==> config.mk <==
export PLATFORM = sky130hd
export DESIGN_NAME = aha_clock_select_seq_flat
export DESIGN_NICKNAME = d
export VERILOG_FILES = /design/src/rtl/aha_clock_select_seq_if.sv /design/src/rtl/aha_clock_select_seq.sv /design/src/flat_wrapper.sv
export SDC_FILE = /design/constraint.sdc
export NUM_CORES = 1
export LEC_CHECK = 0
export CAP_MARGIN = 30
export CORE_UTILIZATION = 30
export CTS_CLUSTER_SIZE = 16
export DETAILED_ROUTE_END_ITERATION = 8
export PLACE_DENSITY = 0.5
export SETUP_SLACK_MARGIN = 0.2
export SYNTH_ARGS = -nofsm -noshare
export SYNTH_HDL_FRONTEND = slang
export SYNTH_SLANG_ARGS = --single-unit
export TNS_END_PERCENT = 1
==> constraint.sdc <==
create_clock -name clk -period 6.8 [get_ports clk]
set_clock_uncertainty 0.1 [all_clocks]
set_input_delay 1.02 -clock clk [delete_from_list [all_inputs] [get_ports clk]]
set_output_delay 1.02 -clock clk [all_outputs]
set_load 0.1 [all_outputs]
==> src/rtl/aha_clock_select_seq_if.sv <==
// Request/response bundle between a clock-select requester and the
// break-before-make sequencer, including the per-channel enable/ack wires.
interface aha_clock_select_seq_if #(
  parameter int NUM_CLK = 6,
  parameter int SEL_W   = 3,
  parameter int TMO_W   = 8
) ();

  logic [SEL_W-1:0]   select_req;
  logic               select_valid;
  logic               select_ready;
  logic [TMO_W-1:0]   timeout_val;
  logic [NUM_CLK-1:0] ch_en;
  logic [NUM_CLK-1:0] ch_ack;
  logic [SEL_W-1:0]   cur_sel;
  logic               busy;
  logic [1:0]         err_code;
  logic               err_clr;

  // Requester side: issues selects, owns the timeout limit and error clear,
  // and returns the channel acknowledges.
  modport master (
    output select_req, select_valid, timeout_val, ch_ack, err_clr,
    input  select_ready, ch_en, cur_sel, busy, err_code
  );

  // Sequencer side.
  modport slave (
    input  select_req, select_valid, timeout_val, ch_ack, err_clr,
    output select_ready, ch_en, cur_sel, busy, err_code
  );

endinterface

==> src/rtl/aha_clock_select_seq.sv <==
// Centralised break-before-make clock select sequencer. Runs on an always-on
// reference clock, releases the old channel, waits for its ack to drop, waits a
// settle gap, enables the new channel and waits for its ack. Ack waits can be
// bounded by a timeout, and errors are latched in a sticky error code.
module aha_clock_select_seq #(
  parameter int NUM_CLK       = 6,
  parameter int SEL_W         = 3,
  parameter int RESET_SEL     = 0,
  parameter int SETTLE_CYCLES = 4,
  parameter int TMO_W         = 8
) (
  input  logic                  clk,
  input  logic                  reset,
  aha_clock_select_seq_if.slave bus
);

  typedef enum logic [2:0] {
    BOOT,
    IDLE,
    RELEASE,
    SETTLE,
    ENABLE
  } state_t;

  localparam int SET_W = (SETTLE_CYCLES > 1) ? $clog2(SETTLE_CYCLES) : 1;
  localparam logic [SET_W-1:0] SETTLE_LAST = SET_W'(SETTLE_CYCLES - 1);
  localparam logic [SEL_W-1:0] RESET_SEL_V = SEL_W'(RESET_SEL);
  localparam logic [SEL_W:0]   NUM_CLK_V   = (SEL_W + 1)'(NUM_CLK);

  localparam logic [1:0] ERR_NONE    = 2'd0;
  localparam logic [1:0] ERR_RELEASE = 2'd1;
  localparam logic [1:0] ERR_ENABLE  = 2'd2;
  localparam logic [1:0] ERR_BADSEL  = 2'd3;

  function automatic logic [NUM_CLK-1:0] onehot(input logic [SEL_W-1:0] idx);
    return NUM_CLK'(1) << idx;
  endfunction

  state_t             state_q, state_n;
  logic [SEL_W-1:0]   target_q, target_n;
  logic [SEL_W-1:0]   cur_sel_q, cur_sel_n;
  logic [NUM_CLK-1:0] ch_en_q, ch_en_n;
  logic [TMO_W-1:0]   tmo_q, tmo_n;
  logic [SET_W-1:0]   settle_q, settle_n;
  logic [1:0]         err_q, err_n;
  logic [1:0]         new_err;
  logic [NUM_CLK-1:0] ack_meta, ack_s;
  logic [TMO_W:0]     tmo_inc;
  logic               tmo_hit;
  logic               cur_ack, tgt_ack;
  logic               accept;

  // Two-flop synchroniser bringing the channel-domain acks onto the reference clock.
  always_ff @(posedge clk) begin
    if (reset) begin
      ack_meta <= '0;
      ack_s    <= '0;
    end else begin
      ack_meta <= bus.ch_ack;
      ack_s    <= ack_meta;
    end
  end

  // State and datapath registers; a reset mid-sequence drops every channel and reboots.
  always_ff @(posedge clk) begin
    if (reset) begin
      state_q   <= BOOT;
      target_q  <= RESET_SEL_V;
      cur_sel_q <= RESET_SEL_V;
      ch_en_q   <= '0;
      tmo_q     <= '0;
      settle_q  <= '0;
      err_q     <= ERR_NONE;
    end else begin
      state_q   <= state_n;
      target_q  <= target_n;
      cur_sel_q <= cur_sel_n;
      ch_en_q   <= ch_en_n;
      tmo_q     <= tmo_n;
      settle_q  <= settle_n;
      err_q     <= err_n;
    end
  end

  // Next-state logic: release old channel, settle, enable new channel, with bounded ack waits.
  always_comb begin
    state_n   = state_q;
    target_n  = target_q;
    cur_sel_n = cur_sel_q;
    ch_en_n   = ch_en_q;
    tmo_n     = tmo_q;
    settle_n  = settle_q;
    new_err   = ERR_NONE;

    accept  = bus.select_valid && (state_q == IDLE);
    cur_ack = |(ack_s & onehot(cur_sel_q));
    tgt_ack = |(ack_s & onehot(target_q));
    tmo_inc = {1'b0, tmo_q} + 1'b1;
    tmo_hit = (bus.timeout_val != '0) && (tmo_inc >= {1'b0, bus.timeout_val});

    case (state_q)
      BOOT: begin
        target_n  = RESET_SEL_V;
        cur_sel_n = RESET_SEL_V;
        ch_en_n   = onehot(RESET_SEL_V);
        tmo_n     = '0;
        state_n   = ENABLE;
      end

      IDLE: begin
        if (accept) begin
          if ({1'b0, bus.select_req} >= NUM_CLK_V) begin
            new_err = ERR_BADSEL;
          end else if (bus.select_req != cur_sel_q) begin
            target_n = bus.select_req;
            ch_en_n  = '0;
            tmo_n    = '0;
            state_n  = RELEASE;
          end
        end
      end

      RELEASE: begin
        if (!cur_ack) begin
          settle_n = '0;
          state_n  = SETTLE;
        end else if (tmo_hit) begin
          new_err  = ERR_RELEASE;
          settle_n = '0;
          state_n  = SETTLE;
        end else if (tmo_q != '1) begin
          tmo_n = tmo_inc[TMO_W-1:0];
        end
      end

      SETTLE: begin
        if (settle_q == SETTLE_LAST) begin
          ch_en_n   = onehot(target_q);
          cur_sel_n = target_q;
          tmo_n     = '0;
          state_n   = ENABLE;
        end else begin
          settle_n = settle_q + 1'b1;
        end
      end

      ENABLE: begin
        if (tgt_ack) begin
          state_n = IDLE;
        end else if (tmo_hit) begin
          new_err = ERR_ENABLE;
          state_n = IDLE;
        end else if (tmo_q != '1) begin
          tmo_n = tmo_inc[TMO_W-1:0];
        end
      end

      default: begin
        state_n = BOOT;
        ch_en_n = '0;
      end
    endcase

    if (new_err != ERR_NONE) begin
      err_n = new_err;
    end else if (bus.err_clr) begin
      err_n = ERR_NONE;
    end else begin
      err_n = err_q;
    end
  end

  assign bus.select_ready = (state_q == IDLE);
  assign bus.busy         = (state_q != IDLE);
  assign bus.ch_en        = ch_en_q;
  assign bus.cur_sel      = cur_sel_q;
  assign bus.err_code     = err_q;

endmodule
==> src/flat_wrapper.sv <==
// flat-port wrapper written by rule: the top's interface ports become plain ports
module aha_clock_select_seq_flat 
#(
  parameter int NUM_CLK       = 6,
  parameter int SEL_W         = 3,
  parameter int RESET_SEL     = 0,
  parameter int SETTLE_CYCLES = 4,
  parameter int TMO_W         = 8
)
  (clk, reset, bus_select_req, bus_select_valid, bus_timeout_val, bus_ch_ack, bus_err_clr, bus_select_ready, bus_ch_en, bus_cur_sel, bus_busy, bus_err_code);
  aha_clock_select_seq_if #(.NUM_CLK(NUM_CLK), .SEL_W(SEL_W), .TMO_W(TMO_W)) bus_i ();
  input  logic clk;
  input  logic reset;
  input wire logic [$bits(bus_i.select_req)-1:0] bus_select_req;
  input wire logic [$bits(bus_i.select_valid)-1:0] bus_select_valid;
  input wire logic [$bits(bus_i.timeout_val)-1:0] bus_timeout_val;
  input wire logic [$bits(bus_i.ch_ack)-1:0] bus_ch_ack;
  input wire logic [$bits(bus_i.err_clr)-1:0] bus_err_clr;
  output wire logic [$bits(bus_i.select_ready)-1:0] bus_select_ready;
  output wire logic [$bits(bus_i.ch_en)-1:0] bus_ch_en;
  output wire logic [$bits(bus_i.cur_sel)-1:0] bus_cur_sel;
  output wire logic [$bits(bus_i.busy)-1:0] bus_busy;
  output wire logic [$bits(bus_i.err_code)-1:0] bus_err_code;
  assign bus_i.select_req = bus_select_req;
  assign bus_i.select_valid = bus_select_valid;
  assign bus_i.timeout_val = bus_timeout_val;
  assign bus_i.ch_ack = bus_ch_ack;
  assign bus_i.err_clr = bus_err_clr;
  assign bus_select_ready = bus_i.select_ready;
  assign bus_ch_en = bus_i.ch_en;
  assign bus_cur_sel = bus_i.cur_sel;
  assign bus_busy = bus_i.busy;
  assign bus_err_code = bus_i.err_code;
  aha_clock_select_seq #(.NUM_CLK(NUM_CLK), .SEL_W(SEL_W), .RESET_SEL(RESET_SEL), .SETTLE_CYCLES(SETTLE_CYCLES), .TMO_W(TMO_W)) u_core (.clk(clk), .reset(reset), .bus(bus_i));
endmodule
==> results.cfg <==
[outcome]
outcome = finished, final reports clean

[synthesis]
synth_area_per_cell_um2 = 8.62
syn-instance-count = 256
synthFlopType = dfxtp_1
synth_area_um2 = 2210
yosysUniqueCellTypes = 50
ys_ff_latch = 39
yosysWarnings = 0
synth-edff-count = 0
syn-num-nets = 287
async_flop_share = 0
seq_area_frac_synth = 0.354

[setup_path]
crit_fanout = 11
cp_data_required_time_ns = 5.68
reg2reg_slack_ns = 3.68
cp.arrival_ns = 2.54
r2r_end = u_core.tmo_q[2]
r2r_start = u_core.tmo_q[0]
reg2regPathDepth = 11
critPathCaptureType = output pin
critPathKind = register to output pin
start_kind = register

[global_routing]
overflow = 0
grt_pass1_vias = 1668
track_usage = 0.137
grt_max_degree = 42
grt_first_pass_wirelength_um = 8220
antenna_found_initial = 0

[power_and_ir_drop]
powerDensity_nw_per_um2 = 306
p_sw_mw = 0.330
seqPwrFrac = 0.340
combPwrFrac = 0.387
intPower_mw = 0.511
ir_worst_vdd_v = 0.000202
swShare = 0.392
clockPowerShare = 0.273
leakage_nw = 1.00

[die]
die_h_um = 87.8
num_io_pins = 34
die_w_um = 87.8
die-area_um2 = 7700
num_rows = 30
core_um2 = 6940
start_util = 0.318

[clock_network]
cts_hold_buffers = 0
tritoncts = done
ctsResizeCount = 0
clkTransAtPathRegs_ns = 0.08
cts_buffer_depth = 2
postCtsSetupRepairBufs = 0
cts_root_buf = clkbuf_8
cts_sinks = 39
htree_num_levels = 2
numCtsBuffers = 5
worstSkewPairLatency_ns = 0.29

[place]
place_hpwl_um = 3650
io_buffers = 33
gp_congestion = 0.748
dp.cells = 374

[worst_hold_path]
holdPathStages = 1
hp-class = register to register
hp-start = u_core.ack_meta[2]
worstHoldEndpoint = u_core.ack_s[2]

[drt]
wirelength_um = 4940
drt_iter0_drc = 54
drt-pass1-iter-count = 4
ant_nets = 0
routedWlPerCell_um = 12.9
vias = 1849
viasPerCell = 4.84
drc = 0

[timing]
finalSetupViolCount = 0
slew_headroom = 0.350
fmax_mhz = 273
period_share = 0.538
final_max_slew_viol_count = 0
tightest_slew_ns = 0.971
setup_tns_ns = 0
finalCriticalPeriod_ns = 3.66
hold_viol_final = 0
rsz0062_at_grt = false

[final_layout]
area_delta_synth_final_pct = 24.3
drive_above_1_share = 0.0664
diodes = 0
instances_no_fill = 382
multi_input_area_um2 = 1330
fillers = 695
regArea_um2 = 781
fin_nets = 316
final_util = 0.395

[job]
maxCapViolations = 0
[through the flow]
stage | power (mW) | worst slack [ns] | area (um^2) | hold slack (ns)
2_1_floorplan | 0.539 | 2.63 | 2210 | 0.314
3_3_place_gp | 0.616 | 3.41 | 2610 | 0.318
3_5_place_dp | 0.616 | 3.36 | 2610 | 0.324
4_1_cts | 0.848 | 3.13 | 2740 | 0.344
5_1_grt | 0.892 | 3.01 | 2740 | 0.361
6_report | 0.840 | 3.14 | 2740 | 0.341
[critical path, stage by stage (launching register included)]
cell,delay [ns]
dfxtp_1,0.60
nand2b_1,0.24
nor2_1,0.12
inv_1,0.14
clkdlybuf4s50_1,1.14
[final cells by class]
type,instances,area share
Inverter,10,0.0137
Multi-Input combinational cell,195,0.485
Sequential cell,39,0.285
Tap cell,96,0.0438
Clock buffer,5,0.0251
Timing Repair Buffer,34,0.123
Clock inverter,3,0.0246
[layout by cell type (no fill, tap or decap), drive strengths merged, types with 2 or more instances in the layout]
master and n:
nand2 18, o31ai 4, clkbuf 5, a211o 2
clkdlybuf4s50 33, nor2b 20, and3b 3, o21bai 2
dfxtp 39, xnor2 4, nand4b 6, ha 10
or4 3, inv 10, nor3b 2, a21oi 16
a31oi 2, nor3 2, nand2b 8, nand3 15
or2 2, o41ai 2, bufinv 2, nor2 17
nor4 4, and2 4, nand3b 6, o21ai 16
a221oi 2, mux2i 7, xor2 4
[worst max path at each step]
stage,to,start
after floorplan,bus_busy,u_core.state_q[2]
after global placement,u_core.tmo_q[2],bus_timeout_val[4]
after detailed placement,u_core.settle_q[1],bus_timeout_val[2]
after CTS,bus_busy,u_core.state_q[2]
after global routing,bus_busy,u_core.state_q[2]
final,bus_busy,u_core.state_q[2]
[cells by family after synthesis]
logic type	share of synthesized area
buffers and inverters	0.0431
and+or+nand+nor	0.289
adders and majority gates	0.0567
DFF	0.354
xor gates and xnor gates	0.0317
muxes	0.0368
AOI/OAI and AO/OA	0.189
[sequential cells by signal (all words and copies together), names as in the netlist]
signal,count
u_core.settle_q,2
u_core.bus.ch_en,6
u_core.state_q,3
u_core.target_q,3
u_core.ack_meta,6
u_core.ack_s,6
u_core.bus.err_code,2
u_core.tmo_q,8
u_core.bus.cur_sel,3
[cell usage after synthesis (3+ instances only)]
cell type,count,area [um^2]
ha_1,10,125
nand2_1,17,63.8
nor4_1,4,25.0
nor2_1,17,63.8
nand4b_1,6,52.6
inv_1,10,37.5
nand3_1,15,75.1
a21oi_1,16,80.1
xnor2_1,4,35.0
buf_2,4,20.0
and2_1,4,25.0
nand2b_1,8,50.1
xor2_1,4,35.0
nor2b_1,20,125
o21ai_0,15,75.1
or4_1,3,22.5
nand3b_1,6,45.0
and3b_1,3,26.3
clkbuf_1,7,26.3
dfxtp_1,39,781
mux2i_1,7,70.1
[layer usage]
metal / global-route usage / wire length (um) / vias up
met3: 0.0311 / 139 / 2
met5: 0 / 0 / -
met1: 0.201 / 2630 / 846
met4: 0.0358 / 19 / 0
met2: 0.200 / 2160 / 24
li1: - / - / 977
[power groups by stage]
stage               sequential [mW]  clock [mW]  combinational (mW)
floorplan                     0.282           0               0.257
global placement              0.290           0               0.326
detailed placement            0.290           0               0.326
CTS                           0.284       0.236               0.327
global route                  0.291       0.246               0.356
finish                        0.286       0.230               0.325
Power figures use the tool's default switching activity.
